--- src/rtl/fetch_pkg.sv ---
`default_nettype none
// ============================================================================
// Module      : fetch_pkg
// Description : Shared types and constants for the instruction fetch unit.
//               Provides the PC width, the canonical NOP encoding, the fetch
//               FSM state type and the prefetch buffer entry layout.
// Revision    : 1.0 - initial release
// ============================================================================
package fetch_pkg;

    localparam int          c_PC_W = 32;
    localparam logic [31:0] c_NOP  = 32'h0000_0013;  // addi x0, x0, 0

    typedef enum logic [1:0] {
        IDLE    = 2'd0,
        REQ     = 2'd1,
        DISCARD = 2'd2
    } fetch_state_e;

    typedef struct packed {
        logic [c_PC_W-1:0] pc;
        logic [31:0]       instr;
    } fetch_entry_t;

endpackage
`default_nettype wire

--- src/rtl/if_fetch_unit_if.sv ---
`default_nettype none
// ============================================================================
// Module      : if_fetch_unit_if
// Description : Instruction-memory request/acknowledge bus.
//               master : fetch unit (drives imem_req, imem_addr)
//               slave  : instruction memory (drives imem_ack, imem_data)
//               imem_req  - request, held until the ack cycle
//               imem_addr - word-aligned request address
//               imem_ack  - one-cycle completion strobe
//               imem_data - instruction word, valid with imem_ack
// Revision    : 1.0 - initial release
// ============================================================================
interface if_fetch_unit_if;
    import fetch_pkg::*;

    logic              imem_req;
    logic [c_PC_W-1:0] imem_addr;
    logic              imem_ack;
    logic [31:0]       imem_data;

    modport master (
        output imem_req,
        output imem_addr,
        input  imem_ack,
        input  imem_data
    );

    modport slave (
        input  imem_req,
        input  imem_addr,
        output imem_ack,
        output imem_data
    );

endinterface
`default_nettype wire

--- src/rtl/fetch_fifo.sv ---
`default_nettype none
// ============================================================================
// Module      : fetch_fifo
// Description : Small prefetch buffer holding {pc, instr} entries.
//               clk     - clock
//               rst     - synchronous active-high reset
//               i_push  - write i_data at the tail
//               i_pop   - drop the head entry
//               i_clear - empty the buffer (overrides push and pop)
//               i_data  - entry to push
//               o_count - number of valid entries
//               o_head  - oldest entry (undefined when o_count is zero)
// Revision    : 1.0 - initial release
// ============================================================================
module fetch_fifo
    import fetch_pkg::*;
#(
    parameter int DEPTH = 2
) (
    input  wire logic                         clk,
    input  wire logic                         rst,
    input  wire logic                         i_push,
    input  wire logic                         i_pop,
    input  wire logic                         i_clear,
    input  wire fetch_entry_t                 i_data,
    output logic [$clog2(DEPTH+1)-1:0]        o_count,
    output fetch_entry_t                      o_head
);

    localparam int c_CNT_W = $clog2(DEPTH + 1);
    localparam int c_PTR_W = (DEPTH > 1) ? $clog2(DEPTH) : 1;

    fetch_entry_t          r_mem [DEPTH];
    logic [c_PTR_W-1:0]    r_wr_ptr;
    logic [c_PTR_W-1:0]    r_rd_ptr;
    logic [c_CNT_W-1:0]    r_count;

    always_ff @(posedge clk) begin
        if (rst || i_clear) begin
            r_wr_ptr <= '0;
            r_rd_ptr <= '0;
            r_count  <= '0;
        end else begin
            if (i_push) begin
                r_wr_ptr <= r_wr_ptr + c_PTR_W'(1);
            end
            if (i_pop) begin
                r_rd_ptr <= r_rd_ptr + c_PTR_W'(1);
            end
            r_count <= r_count + c_CNT_W'(i_push) - c_CNT_W'(i_pop);
        end
    end

    // Storage needs no reset: o_count qualifies every read of the head.
    always_ff @(posedge clk) begin
        if (i_push && !i_clear) begin
            r_mem[r_wr_ptr] <= i_data;
        end
    end

    assign o_count = r_count;
    assign o_head  = r_mem[r_rd_ptr];

endmodule
`default_nettype wire

--- src/rtl/if_fetch_unit.sv ---
`default_nettype none
// ============================================================================
// Module      : if_fetch_unit
// Description : Instruction fetch stage with a 2-entry prefetch buffer and a
//               single outstanding memory request. Redirects (Flush_i) empty
//               the buffer; a request in flight at redirect time is completed
//               on the bus and its data discarded.
//               clk_i          - clock
//               rst_i          - synchronous active-high reset
//               start_i        - run enable (no new fetch, no pop when low)
//               Stall_i        - hold from hazard unit (no pop when high)
//               Flush_i        - redirect strobe
//               BranchTarget_i - redirect address
//               imem           - instruction-memory bus (master side)
//               pc_o/instr_o   - head entry (0 / NOP when empty)
//               valid_o        - head entry present
//               Build option FETCH_BYPASS_EN: an ack arriving while the
//               buffer is empty is presented on the outputs in the same
//               cycle instead of one cycle later.
// Revision    : 1.0 - initial release
// ============================================================================
module if_fetch_unit
    import fetch_pkg::*;
#(
    parameter logic [c_PC_W-1:0] RESET_PC   = 32'h0000_0000,
    parameter int                FIFO_DEPTH = 2
) (
    input  wire logic              clk_i,
    input  wire logic              rst_i,
    input  wire logic              start_i,
    input  wire logic              Stall_i,
    input  wire logic              Flush_i,
    input  wire logic [c_PC_W-1:0] BranchTarget_i,
    if_fetch_unit_if.master        imem,
    output logic [c_PC_W-1:0]      pc_o,
    output logic [31:0]            instr_o,
    output logic                   valid_o
);

    localparam int                 c_CNT_W = $clog2(FIFO_DEPTH + 1);
    localparam logic [c_CNT_W-1:0] c_FULL  = c_CNT_W'(FIFO_DEPTH);

    fetch_state_e        r_state;
    fetch_state_e        w_state_next;
    logic [c_PC_W-1:0]   r_fetch_pc;
    logic [c_PC_W-1:0]   w_fetch_pc_next;
    logic [c_PC_W-1:0]   r_stale_addr;
    logic [c_PC_W-1:0]   w_stale_addr_next;
    logic [c_CNT_W-1:0]  w_count;
    logic [c_CNT_W-1:0]  w_count_next;
    fetch_entry_t        w_head;
    fetch_entry_t        w_push_entry;
    logic                w_head_valid;
    logic                w_ack;
    logic                w_bypass;
    logic                w_pop;
    logic                w_fifo_push;
    logic                w_fifo_pop;
    logic                w_room;

    // Only an ack for a live (non-discarded) request carries useful data.
    assign w_ack        = imem.imem_ack && (r_state == REQ);
    assign w_head_valid = (w_count != '0);

    // ------------------------------------------------------------------
    // Output presentation
    // ------------------------------------------------------------------
    always_comb begin
        w_bypass = 1'b0;
        valid_o  = w_head_valid;
        pc_o     = '0;
        instr_o  = c_NOP;
        if (w_head_valid) begin
            pc_o    = w_head.pc;
            instr_o = w_head.instr;
        end
`ifdef FETCH_BYPASS_EN
        if ((w_count == '0) && w_ack && !Flush_i) begin
            w_bypass = 1'b1;
            valid_o  = 1'b1;
            pc_o     = r_fetch_pc;
            instr_o  = imem.imem_data;
        end
`endif
    end

    // A flush wins over everything: no pop, no push, buffer cleared.
    assign w_pop        = valid_o && start_i && !Stall_i && !Flush_i;
    assign w_fifo_pop   = w_pop && !w_bypass;
    // A bypassed word consumed this cycle never enters the buffer.
    assign w_fifo_push  = w_ack && !Flush_i && !(w_bypass && w_pop);
    assign w_push_entry = '{pc: r_fetch_pc, instr: imem.imem_data};

    assign w_count_next = Flush_i ? '0
                                  : (w_count + c_CNT_W'(w_fifo_push) - c_CNT_W'(w_fifo_pop));
    // A new request is only issued if its data is guaranteed a slot.
    assign w_room       = start_i && (w_count_next < c_FULL);

    fetch_fifo #(
        .DEPTH   (FIFO_DEPTH)
    ) u_fifo (
        .clk     (clk_i),
        .rst     (rst_i),
        .i_push  (w_fifo_push),
        .i_pop   (w_fifo_pop),
        .i_clear (Flush_i),
        .i_data  (w_push_entry),
        .o_count (w_count),
        .o_head  (w_head)
    );

    // ------------------------------------------------------------------
    // Fetch FSM
    // ------------------------------------------------------------------
    always_ff @(posedge clk_i) begin
        if (rst_i) begin
            r_state <= IDLE;
        end else begin
            r_state <= w_state_next;
        end
    end

    always_ff @(posedge clk_i) begin
        if (rst_i) begin
            r_fetch_pc   <= RESET_PC;
            r_stale_addr <= RESET_PC;
        end else begin
            r_fetch_pc   <= w_fetch_pc_next;
            r_stale_addr <= w_stale_addr_next;
        end
    end

    always_comb begin
        w_state_next      = r_state;
        w_fetch_pc_next   = r_fetch_pc;
        w_stale_addr_next = r_stale_addr;
        imem.imem_req     = 1'b0;
        imem.imem_addr    = r_fetch_pc;
        case (r_state)
            IDLE: begin
                if (Flush_i) begin
                    w_fetch_pc_next = BranchTarget_i;
                end
                if (w_room) begin
                    w_state_next = REQ;
                end
            end
            REQ: begin
                imem.imem_req = 1'b1;
                if (Flush_i) begin
                    w_fetch_pc_next = BranchTarget_i;
                    if (!imem.imem_ack) begin
                        // Request still in flight: keep its address on the
                        // bus until the memory answers, then drop the data.
                        w_state_next      = DISCARD;
                        w_stale_addr_next = r_fetch_pc;
                    end
                end else if (imem.imem_ack) begin
                    w_fetch_pc_next = r_fetch_pc + c_PC_W'(4);
                    if (!w_room) begin
                        w_state_next = IDLE;
                    end
                end
            end
            DISCARD: begin
                imem.imem_req  = 1'b1;
                imem.imem_addr = r_stale_addr;
                if (Flush_i) begin
                    w_fetch_pc_next = BranchTarget_i;
                end
                if (imem.imem_ack) begin
                    w_state_next = REQ;
                end
            end
            default: begin
                w_state_next = IDLE;
            end
        endcase
    end

endmodule
`default_nettype wire

--- src/flat_wrapper.sv ---
// flat-port wrapper written by rule: the top's interface ports become plain ports
module if_fetch_unit_flat import fetch_pkg::*;
#(
    parameter logic [c_PC_W-1:0] RESET_PC   = 32'h0000_0000,
    parameter int                FIFO_DEPTH = 2
)
  (clk_i, rst_i, start_i, Stall_i, Flush_i, BranchTarget_i, pc_o, instr_o, valid_o, imem_imem_req, imem_imem_addr, imem_imem_ack, imem_imem_data);
  if_fetch_unit_if imem_i ();
  input  wire logic clk_i;
  input  wire logic rst_i;
  input  wire logic start_i;
  input  wire logic Stall_i;
  input  wire logic Flush_i;
  input  wire logic [c_PC_W-1:0] BranchTarget_i;
  output logic [c_PC_W-1:0] pc_o;
  output logic [31:0] instr_o;
  output logic valid_o;
  output wire logic [$bits(imem_i.imem_req)-1:0] imem_imem_req;
  output wire logic [$bits(imem_i.imem_addr)-1:0] imem_imem_addr;
  input wire logic [$bits(imem_i.imem_ack)-1:0] imem_imem_ack;
  input wire logic [$bits(imem_i.imem_data)-1:0] imem_imem_data;
  assign imem_imem_req = imem_i.imem_req;
  assign imem_imem_addr = imem_i.imem_addr;
  assign imem_i.imem_ack = imem_imem_ack;
  assign imem_i.imem_data = imem_imem_data;
  if_fetch_unit #(.RESET_PC(RESET_PC), .FIFO_DEPTH(FIFO_DEPTH)) u_core (.clk_i(clk_i), .rst_i(rst_i), .start_i(start_i), .Stall_i(Stall_i), .Flush_i(Flush_i), .BranchTarget_i(BranchTarget_i), .imem(imem_i), .pc_o(pc_o), .instr_o(instr_o), .valid_o(valid_o));
endmodule
--- config.mk ---
export PLATFORM = sky130hd
export DESIGN_NAME = if_fetch_unit_flat
export DESIGN_NICKNAME = d
export VERILOG_FILES = /design/src/rtl/fetch_pkg.sv /design/src/rtl/if_fetch_unit_if.sv /design/src/rtl/fetch_fifo.sv /design/src/rtl/if_fetch_unit.sv /design/src/flat_wrapper.sv
export SDC_FILE = /design/constraint.sdc
export NUM_CORES = 1
export LEC_CHECK = 0
export ABC_AREA = 1
export CAP_MARGIN = 30
export CELL_PAD_IN_SITES_DETAIL_PLACEMENT = 0
export CELL_PAD_IN_SITES_GLOBAL_PLACEMENT = 1
export CORE_MARGIN = 3
export CORE_UTILIZATION = 23
export DETAILED_ROUTE_END_ITERATION = 6
export GPL_TIMING_DRIVEN = 0
export PLACE_DENSITY = 0.62
export SYNTH_ARGS = -nofsm -noshare
export SYNTH_HDL_FRONTEND = slang
export SYNTH_SLANG_ARGS = --single-unit
--- constraint.sdc ---
create_clock -name clk_i -period 4.45 [get_ports clk_i]
set_input_delay 0.445 -clock clk_i [delete_from_list [all_inputs] [get_ports clk_i]]
set_output_delay 0.445 -clock clk_i [all_outputs]
set_load 0.005 [all_outputs]
## After elaboration in Yosys (flattened, before gate mapping)

Memories as Yosys holds them, arrays and structs flattened. A register that Yosys moved wholly into a read port is not among the register bits.
Cells that the tools add are included.

| word-level totals | value |
|---|---|
| register bits after elaboration | 70 |
| latch bits | 0 |
| memory bits (writable) | 128 |
| bits in read-only memories | 0 |
| bits of input ports | 70 |
| output and inout port bits | 98 |
| logic and storage cells | 60 |
| memories kept | 1 |

| operators by class | value |
|---|---|
| $add $sub $neg | 5 |
| $mul | 0 |
| divide/modulo/power cells | 0 |
| $lt $le $gt $ge | 1 |
| equality and inequality tests | 8 |
| shift-type cells | 0 |
| mux-type cells | 20 |
| bitwise gates (word level) | 1 |
| reductions and logical operators | 18 |

Memory list:

| name | words | bits a word | read ports | clocked after memory_dff | wr ports | RTL line | source |
|---|---|---|---|---|---|---|---|
| u_core.u_fifo.r_mem | 2 | 64 | 1 | 1 | 1 | fetch_fifo.sv:33 | `fetch_entry_t r_mem [DEPTH];` |

Operators with widths:

| operator | number |
|---|---|
| 32-bit two-way mux | 6 |
| 32-bit case mux with 2 select lines | 1 |
| 32-bit by 3-bit adder with 32-bit output, second input constant | 1 |
| 2-bit two-way mux | 7 |
| 3-bit != test, second input constant | 3 |
| 1-bit logical AND | 7 |
| 2-bit case mux with 3 select lines | 1 |
| 3-bit AND reduction | 2 |
| 1-bit two-way mux | 5 |
| 5-bit AND reduction | 1 |
| 2-bit by 1-bit != test with 1-bit output, second input constant | 2 |
| 2-bit nonzero test | 2 |
| 2-bit OR reduction | 2 |
| 1-bit adder, second input constant | 2 |
| 2-bit by 1-bit adder with 2-bit output | 1 |
| 2-bit by 1-bit equality test with 1-bit output, second input constant | 1 |
| 2-bit equality test, second input constant | 1 |
| 1-bit logical NOT | 2 |
| 2-bit logical NOT | 1 |
| 2-bit less-than comparator, second input constant | 1 |
| 2-bit != test, second input constant | 1 |
| 2-bit by 1-bit subtractor with 2-bit output | 1 |
| 1-bit logical OR | 1 |
| 1-bit NOT | 1 |

## Longest topological paths before layout

| logic depth | value |
|---|---|
| word-level depth | 12 |
| gate-level depth with buffers | 17 |
| mapped depth without buffers | 17 |

## Hierarchy

A second synthesis with hierarchy kept.

| unflattened totals | value |
|---|---|
| cell total of the unflattened synthesis | 1033 |
| area total of the unflattened synthesis | 9666.8 sq um |

By module, submodules not included:

| module | times used | cells each | area each (sq um) | sequential area each (sq um) |
|---|---|---|---|---|
| fetch_fifo | 1 | 228 | 5147.4 | 3943.8 |
| if_fetch_unit | 1 | 805 | 4519.3 | 1321.3 |

## Worst setup path before layout

No wires, ideal clock.

| path | value |
|---|---|
| path kind | input -> register |
| start point | input Flush_i |
| end point | memory u_core.u_fifo.r_mem[1][0] in the netlist's numbering, enable pin |
| setup time | 0.488 ns |
| arrival | 3.643 ns |
| data required time | 3.962 ns |
| path slack | 0.319 ns |
| stages | 6 |
| buffers on the path | 1 |
| path through | buf_4 inv_2 nand2_2 nor2_1 inv_1 nor2_1 |

| on the way | value |
|---|---|
| cells in the longest elaborated chain, start to end | 5 |

RTL lines:

| element | RTL line | source |
|---|---|---|
| start: declaration | flat_wrapper.sv:13 | `input wire logic Flush_i;` |
| 1-bit logical NOT | if_fetch_unit.sv:91 | `assign w_fifo_push = w_ack && !Flush_i && !(w_bypass && w_pop);` |
| 1-bit logical AND | if_fetch_unit.sv:91 |  |
| net u_core.u_fifo.i_push | fetch_fifo.sv:22 | `input wire logic i_push,` |
| 1-bit logical AND | fetch_fifo.sv:56 | `if (i_push && !i_clear) begin` |
| 1-bit two-way mux | fetch_fifo.sv:56 |  |
| 1-bit two-way mux (not written as such) | fetch_fifo.sv:57 | `r_mem[r_wr_ptr] <= i_data;` |
| end: declaration | fetch_fifo.sv:33 |  |

The timed path passes the listed nets, and every way through them passes these cells.

## Final worst setup path

| path | value |
|---|---|
| start point | register u_core.r_state[0] |
| end point | output imem_imem_addr[30] |

| on the way | value |
|---|---|
| cells in the longest elaborated chain, start to end | 2 |

RTL lines:

| element | RTL line | source |
|---|---|---|
| start: declaration | if_fetch_unit.sv:43 | `fetch_state_e r_state;` |
| start signal: assignment | if_fetch_unit.sv:119 | `r_state <= w_state_next;` |
| 2-bit equality test | if_fetch_unit.sv:139 | `case (r_state)` |
| 32-bit two-way mux | if_fetch_unit.sv:139 |  |
| end: declaration | flat_wrapper.sv:19 | `output wire logic [$bits(imem_i.imem_addr)-1:0] imem_imem_addr;` |

No other way between the ends.

==> key figures <==
Run status
  • Result of the run: complete, no violations

Die
  • IO Count: approximately 170
  • Core box area: between 30,000 and 40,000 µm²
  • Cell Rows: 71
  • Die area: 40,900 µm²
  • Height of the die: 202 µm
  • Starting density of the core: 23.4%
  • Die width: 202 µm

Setup path
  • Crit path capture type: output port
  • Worst EP required: 4.01 ns
  • Cell class contributing the biggest share of worst-path delay: buffers and inverters
  • Category of the most critical setup path: reg2out
  • Critical path fanouts, max: 10
  • Critical R2R Launch: u_core.u_fifo.o_count[1]$_SDFF_PP0_
  • Cells along the critical path: inv_1, ha_1, clkbuf_1, clkbuf_1, nand2_1, o21ai_0, clkdlybuf4s50_1
  • Max stage delay cell, worst path: sky130_fd_sc_hd__clkdlybuf4s50_1
  • Total buffers and inverters traversed by the critical path: 4
  • Critical path launch point type: register
  • Worst-case register-to-register setup slack: ~1.4 ns
  • Worst stage delay on the critical path: 0.57 ns
  • Startpoint of the most critical setup path: u_core.r_state[0]$_SDFFE_PP0P_
  • Length in cells of the worst reg-to-reg path: 17
  • Reg2Reg Capture Point: u_core.r_state[0]$_SDFFE_PP0P_
  • Worst endpoint data arrival time: between 2 and 3 ns
  • Most used cell along the critical path: sky130_fd_sc_hd__clkbuf_1

Yosys
  • Cell area after synthesis: slightly below 9000 µm²
  • Top cell type by total area after synthesis: sky130_fd_sc_hd__edfxtp_1
  • Synth warn: 0
  • Number of distinct standard cells referenced by the synthesized netlist: 31
  • Ranking of synthesized cells by area: sky130_fd_sc_hd__edfxtp_1 (43%), sky130_fd_sc_hd__dfxtp_1 (16%), sky130_fd_sc_hd__nand2_1 (13%), sky130_fd_sc_hd__a21oi_1 (7.0%), sky130_fd_sc_hd__o21ai_0 (4.9%)
  • Synth Area per Inst: ~8.7 µm²
  • Number of nets in the synthesized netlist: about 1,100
  • Share of the synthesized area in the top cell type: 43.5%
  • Register bit count reported by yosys: between 150 and 200
  • Number of standard cells after synthesis: 1,016
  • Share of synthesized area occupied by flip-flops and latches: 59.5%

Timing
  • Max_slew headroom: 44.2%
  • Max-slew violation count: 0
  • Endpoints failing hold: 0
  • Setup-failing EPs final: 0
  • Final worst clock skew: 0.0139 ns
  • Slew @ Worst Pin: 0.834 ns
  • Clock period minus final worst setup slack: 3.23 ns
  • Post-route worst setup slack: 1.22 ns
  • Highest clock rate: 310 MHz
  • Min Hold Slack: 0.412 ns
  • RSZ-0062 raised after global routing: false
  • Ratio of final minimum period to clock period: 72.6%

Layout
  • Final non-filler cell total: 1,729
  • Post-route cell area: approximately 12,000 µm²
  • Net total in the final layout: 1,282
  • Synth-to-Final Area Change: 33.9%
  • Antenna cell count: 0
  • Share of layout cells above drive strength 1: 5.09%

Hold path
  • Worst min path class: in2reg
  • Worst hold endpoint: u_core.u_fifo.o_count[0]$_SDFF_PP0_
  • Min-Delay Startpoint: Flush_i
  • Hold path cells: 4

Routing
  • Post-route DRC violation count: 0
  • Post-route antenna net violation count: 0
  • Via-to-Cell Ratio: between 4 and 5
  • Starting DRC count in detailed routing: 605
  • Wire per inst: 17.3 µm
  • Number of iterations in the first detailed-routing pass: 5
  • Final Routed Wirelength: 30,000 µm
  • Total via count after detailed routing: 7,559

Clock network
  • Hold Buf Count CTS: 0
  • Clock tree buffer depth: 2
  • H-tree depth: 4
  • Gates resized, CTS repair: 0
  • CTS clock-pin slew for the worst setup and hold paths: 0.08 ns
  • Setup Fix Bufs, Post-CTS: 0
  • Clock network latency to the later pin of the worst-skew pair: 0.44 ns
  • Clock root buffer: sky130_fd_sc_hd__clkbuf_16
  • Num CTS Buffers: 17
  • Clock tree from TritonCTS: built
  • Clock Sinks: 199

Placement
  • Post-placement cell count: ~1,700
  • HPWL reported at the end of detailed placement: 22,000 µm
  • Setup WS pre-CTS: 1.28 ns
  • Cell area after placement: 11,200 µm²
  • Final weighted congestion in routability-driven placement: 0.826
  • Number of buffers inserted by port buffering: 166

Global routing
  • Number of antenna violations at the first check in global routing: 0
  • Remaining global-route overflow: 0
  • First-pass GRT wire length: 44,800 µm
  • Largest net degree at the start of global routing: 31
  • Total global routing track utilization: between 10 and 15%
  • Number of global-route vias before repair: 7,309

Power and ir drop
  • Worst IR drop on VDD: around 0.27 mV
  • Leakage: 4.15 nW
  • Areal power density over the cells: 376 nW/µm²

Job
  • Max-Cap Viols: 0
## synthesized netlist by cell type
| cell type | n |
|---|---|
| sky130_fd_sc_hd__nand3b_1 | 3 |
| sky130_fd_sc_hd__inv_1 | 50 |
| sky130_fd_sc_hd__clkinv_1 | 1 |
| sky130_fd_sc_hd__o21ai_1 | 2 |
| sky130_fd_sc_hd__ha_1 | 7 |
| sky130_fd_sc_hd__nand2_1 | 316 |
| sky130_fd_sc_hd__buf_4 | 3 |
| sky130_fd_sc_hd__clkbuf_1 | 33 |
| sky130_fd_sc_hd__nor2_4 | 1 |
| sky130_fd_sc_hd__buf_1 | 4 |
| sky130_fd_sc_hd__a21oi_1 | 123 |
| sky130_fd_sc_hd__dfxtp_1 | 71 |
| sky130_fd_sc_hd__o211ai_1 | 1 |
| sky130_fd_sc_hd__nor3_4 | 1 |
| sky130_fd_sc_hd__buf_2 | 9 |
| sky130_fd_sc_hd__inv_2 | 3 |
| sky130_fd_sc_hd__buf_6 | 2 |
| sky130_fd_sc_hd__o22ai_1 | 2 |
| sky130_fd_sc_hd__a31oi_1 | 1 |
| sky130_fd_sc_hd__or2_2 | 2 |
| sky130_fd_sc_hd__nor2_2 | 3 |
| sky130_fd_sc_hd__xor2_1 | 1 |
| sky130_fd_sc_hd__edfxtp_1 | 128 |
| sky130_fd_sc_hd__a211oi_1 | 5 |
| sky130_fd_sc_hd__and2_1 | 2 |
| sky130_fd_sc_hd__nor2_1 | 109 |
| sky130_fd_sc_hd__nand4_1 | 6 |
| sky130_fd_sc_hd__nand2_2 | 1 |
| sky130_fd_sc_hd__o21ai_0 | 86 |
| sky130_fd_sc_hd__nor3_1 | 3 |
| sky130_fd_sc_hd__nand3_1 | 37 |
## sequential cells by signal, indices dropped and copies added (netlist names), named ones only
register and cells:
u_core.u_fifo.r_rd_ptr 1, u_core.r_state 2, u_core.r_fetch_pc 32, u_core.u_fifo.r_mem 128
u_core.u_fifo.o_count 2, u_core.u_fifo.r_wr_ptr 1, u_core.r_stale_addr 32
## where the power goes
| part | switching [mW] | total, mW | internal (mW) | leakage, nW |
|---|---|---|---|---|
| combinational | 0.341 | 0.615 | 0.274 | 2.10 |
| clock | 0.778 | 1.64 | 0.857 | 0.298 |
| sequential | 0.130 | 2.20 | 2.07 | 1.75 |
| total | 1.25 | 4.45 | 3.20 | 4.15 |
## routing by layer
| layer | vias up | global-route usage [%] | wire length [µm] |
|---|---|---|---|
| met5 | - | 0 | 0 |
| met4 | 0 | 2.25 | 165 |
| met3 | 13 | 3.08 | 1740 |
| met2 | 225 | 23.3 | 13500 |
| met1 | 3537 | 20.6 | 14600 |
| li1 | 3784 | - | - |
## tightest hold or removal path, delay by kind of cell
| kind | cells | cell delay [ns] |
|---|---|---|
| buffers and inverters | 2 | 0.25 |
| AND/OR/NAND/NOR | 2 | 0.13 |
## metrics by stage
| stage | util (%) | TNS, ns | power (mW) |
|---|---|---|---|
| global placement | 29.5 | -240.10 | 2.85 |
| detailed placement | 29.8 | 0 | 2.86 |
| finish | 31.4 | 0 | 4.45 |
| floorplan | - | 0 | 2.49 |
| global route | 31.4 | 0 | 4.66 |
| CTS | 31.4 | 0 | 4.49 |
## worst max path at each step
stage                                            to  cells past startpoint
6_report                         imem_imem_addr[30]                      7
4_1_cts                          imem_imem_addr[29]                      7
3_5_place_dp         u_core.r_state[0]$_SDFFE_PP0P_                     17
3_3_place_gp   u_core.u_fifo.r_mem[1][16]$_DFFE_PP_                      5
2_1_floorplan   u_core.u_fifo.r_mem[1][0]$_DFFE_PP_                      6
5_1_grt              u_core.r_state[0]$_SDFFE_PP0P_                     17
## area by class of cell
| type | count | area (µm²) |
|---|---|---|
| fillers | 3959 | 25900 |
| flip-flops and latches | 199 | 5270 |
| multi-input cells | 712 | 3160 |
| repair buffers | 170 | 1740 |
| well taps | 511 | 639 |
| clock buffers | 18 | 429 |
| plain buffers | 51 | 229 |
| inverters | 54 | 203 |
| clock inverters | 14 | 176 |
## logic make-up (layout without fill, tap and decap cells)
logic type / count (synthesis) / count (layout) / synth area share [%]
adders and majority gates: 7 / 7 / 0.990
AOI/OAI and AO/OA: 220 / 220 / 12.7
and+or+nand+nor: 484 / 484 / 21.9
buffers and inverters: 105 / 307 / 4.88
xor gates and xnor gates: 1 / 1 / 0.0990
DFF: 199 / 199 / 59.5
## placed cells by master (no fill, tap or decap), drive strengths merged
| cell | netlist | routed |
|---|---|---|
| bufinv | 0 | 2 |
| a211oi | 5 | 5 |
| edfxtp | 128 | 128 |
| xor2 | 1 | 1 |
| nand2 | 317 | 317 |
| o211ai | 1 | 1 |
| nand3b | 3 | 3 |
| a21oi | 123 | 123 |
| a31oi | 1 | 1 |
| nor3 | 4 | 4 |
| clkinvlp | 0 | 1 |
| o22ai | 2 | 2 |
| nand3 | 37 | 37 |
| clkdlybuf4s50 | 0 | 166 |
| and2 | 2 | 2 |
| clkbuf | 33 | 51 |
| ha | 7 | 7 |
| nand4 | 6 | 6 |
| clkinv | 1 | 4 |
| buf | 18 | 22 |
| dfxtp | 71 | 71 |
| or2 | 2 | 2 |
| inv | 53 | 61 |
| o21ai | 88 | 88 |
| nor2 | 113 | 113 |
Note: power is estimated with default switching activity, not from simulation.
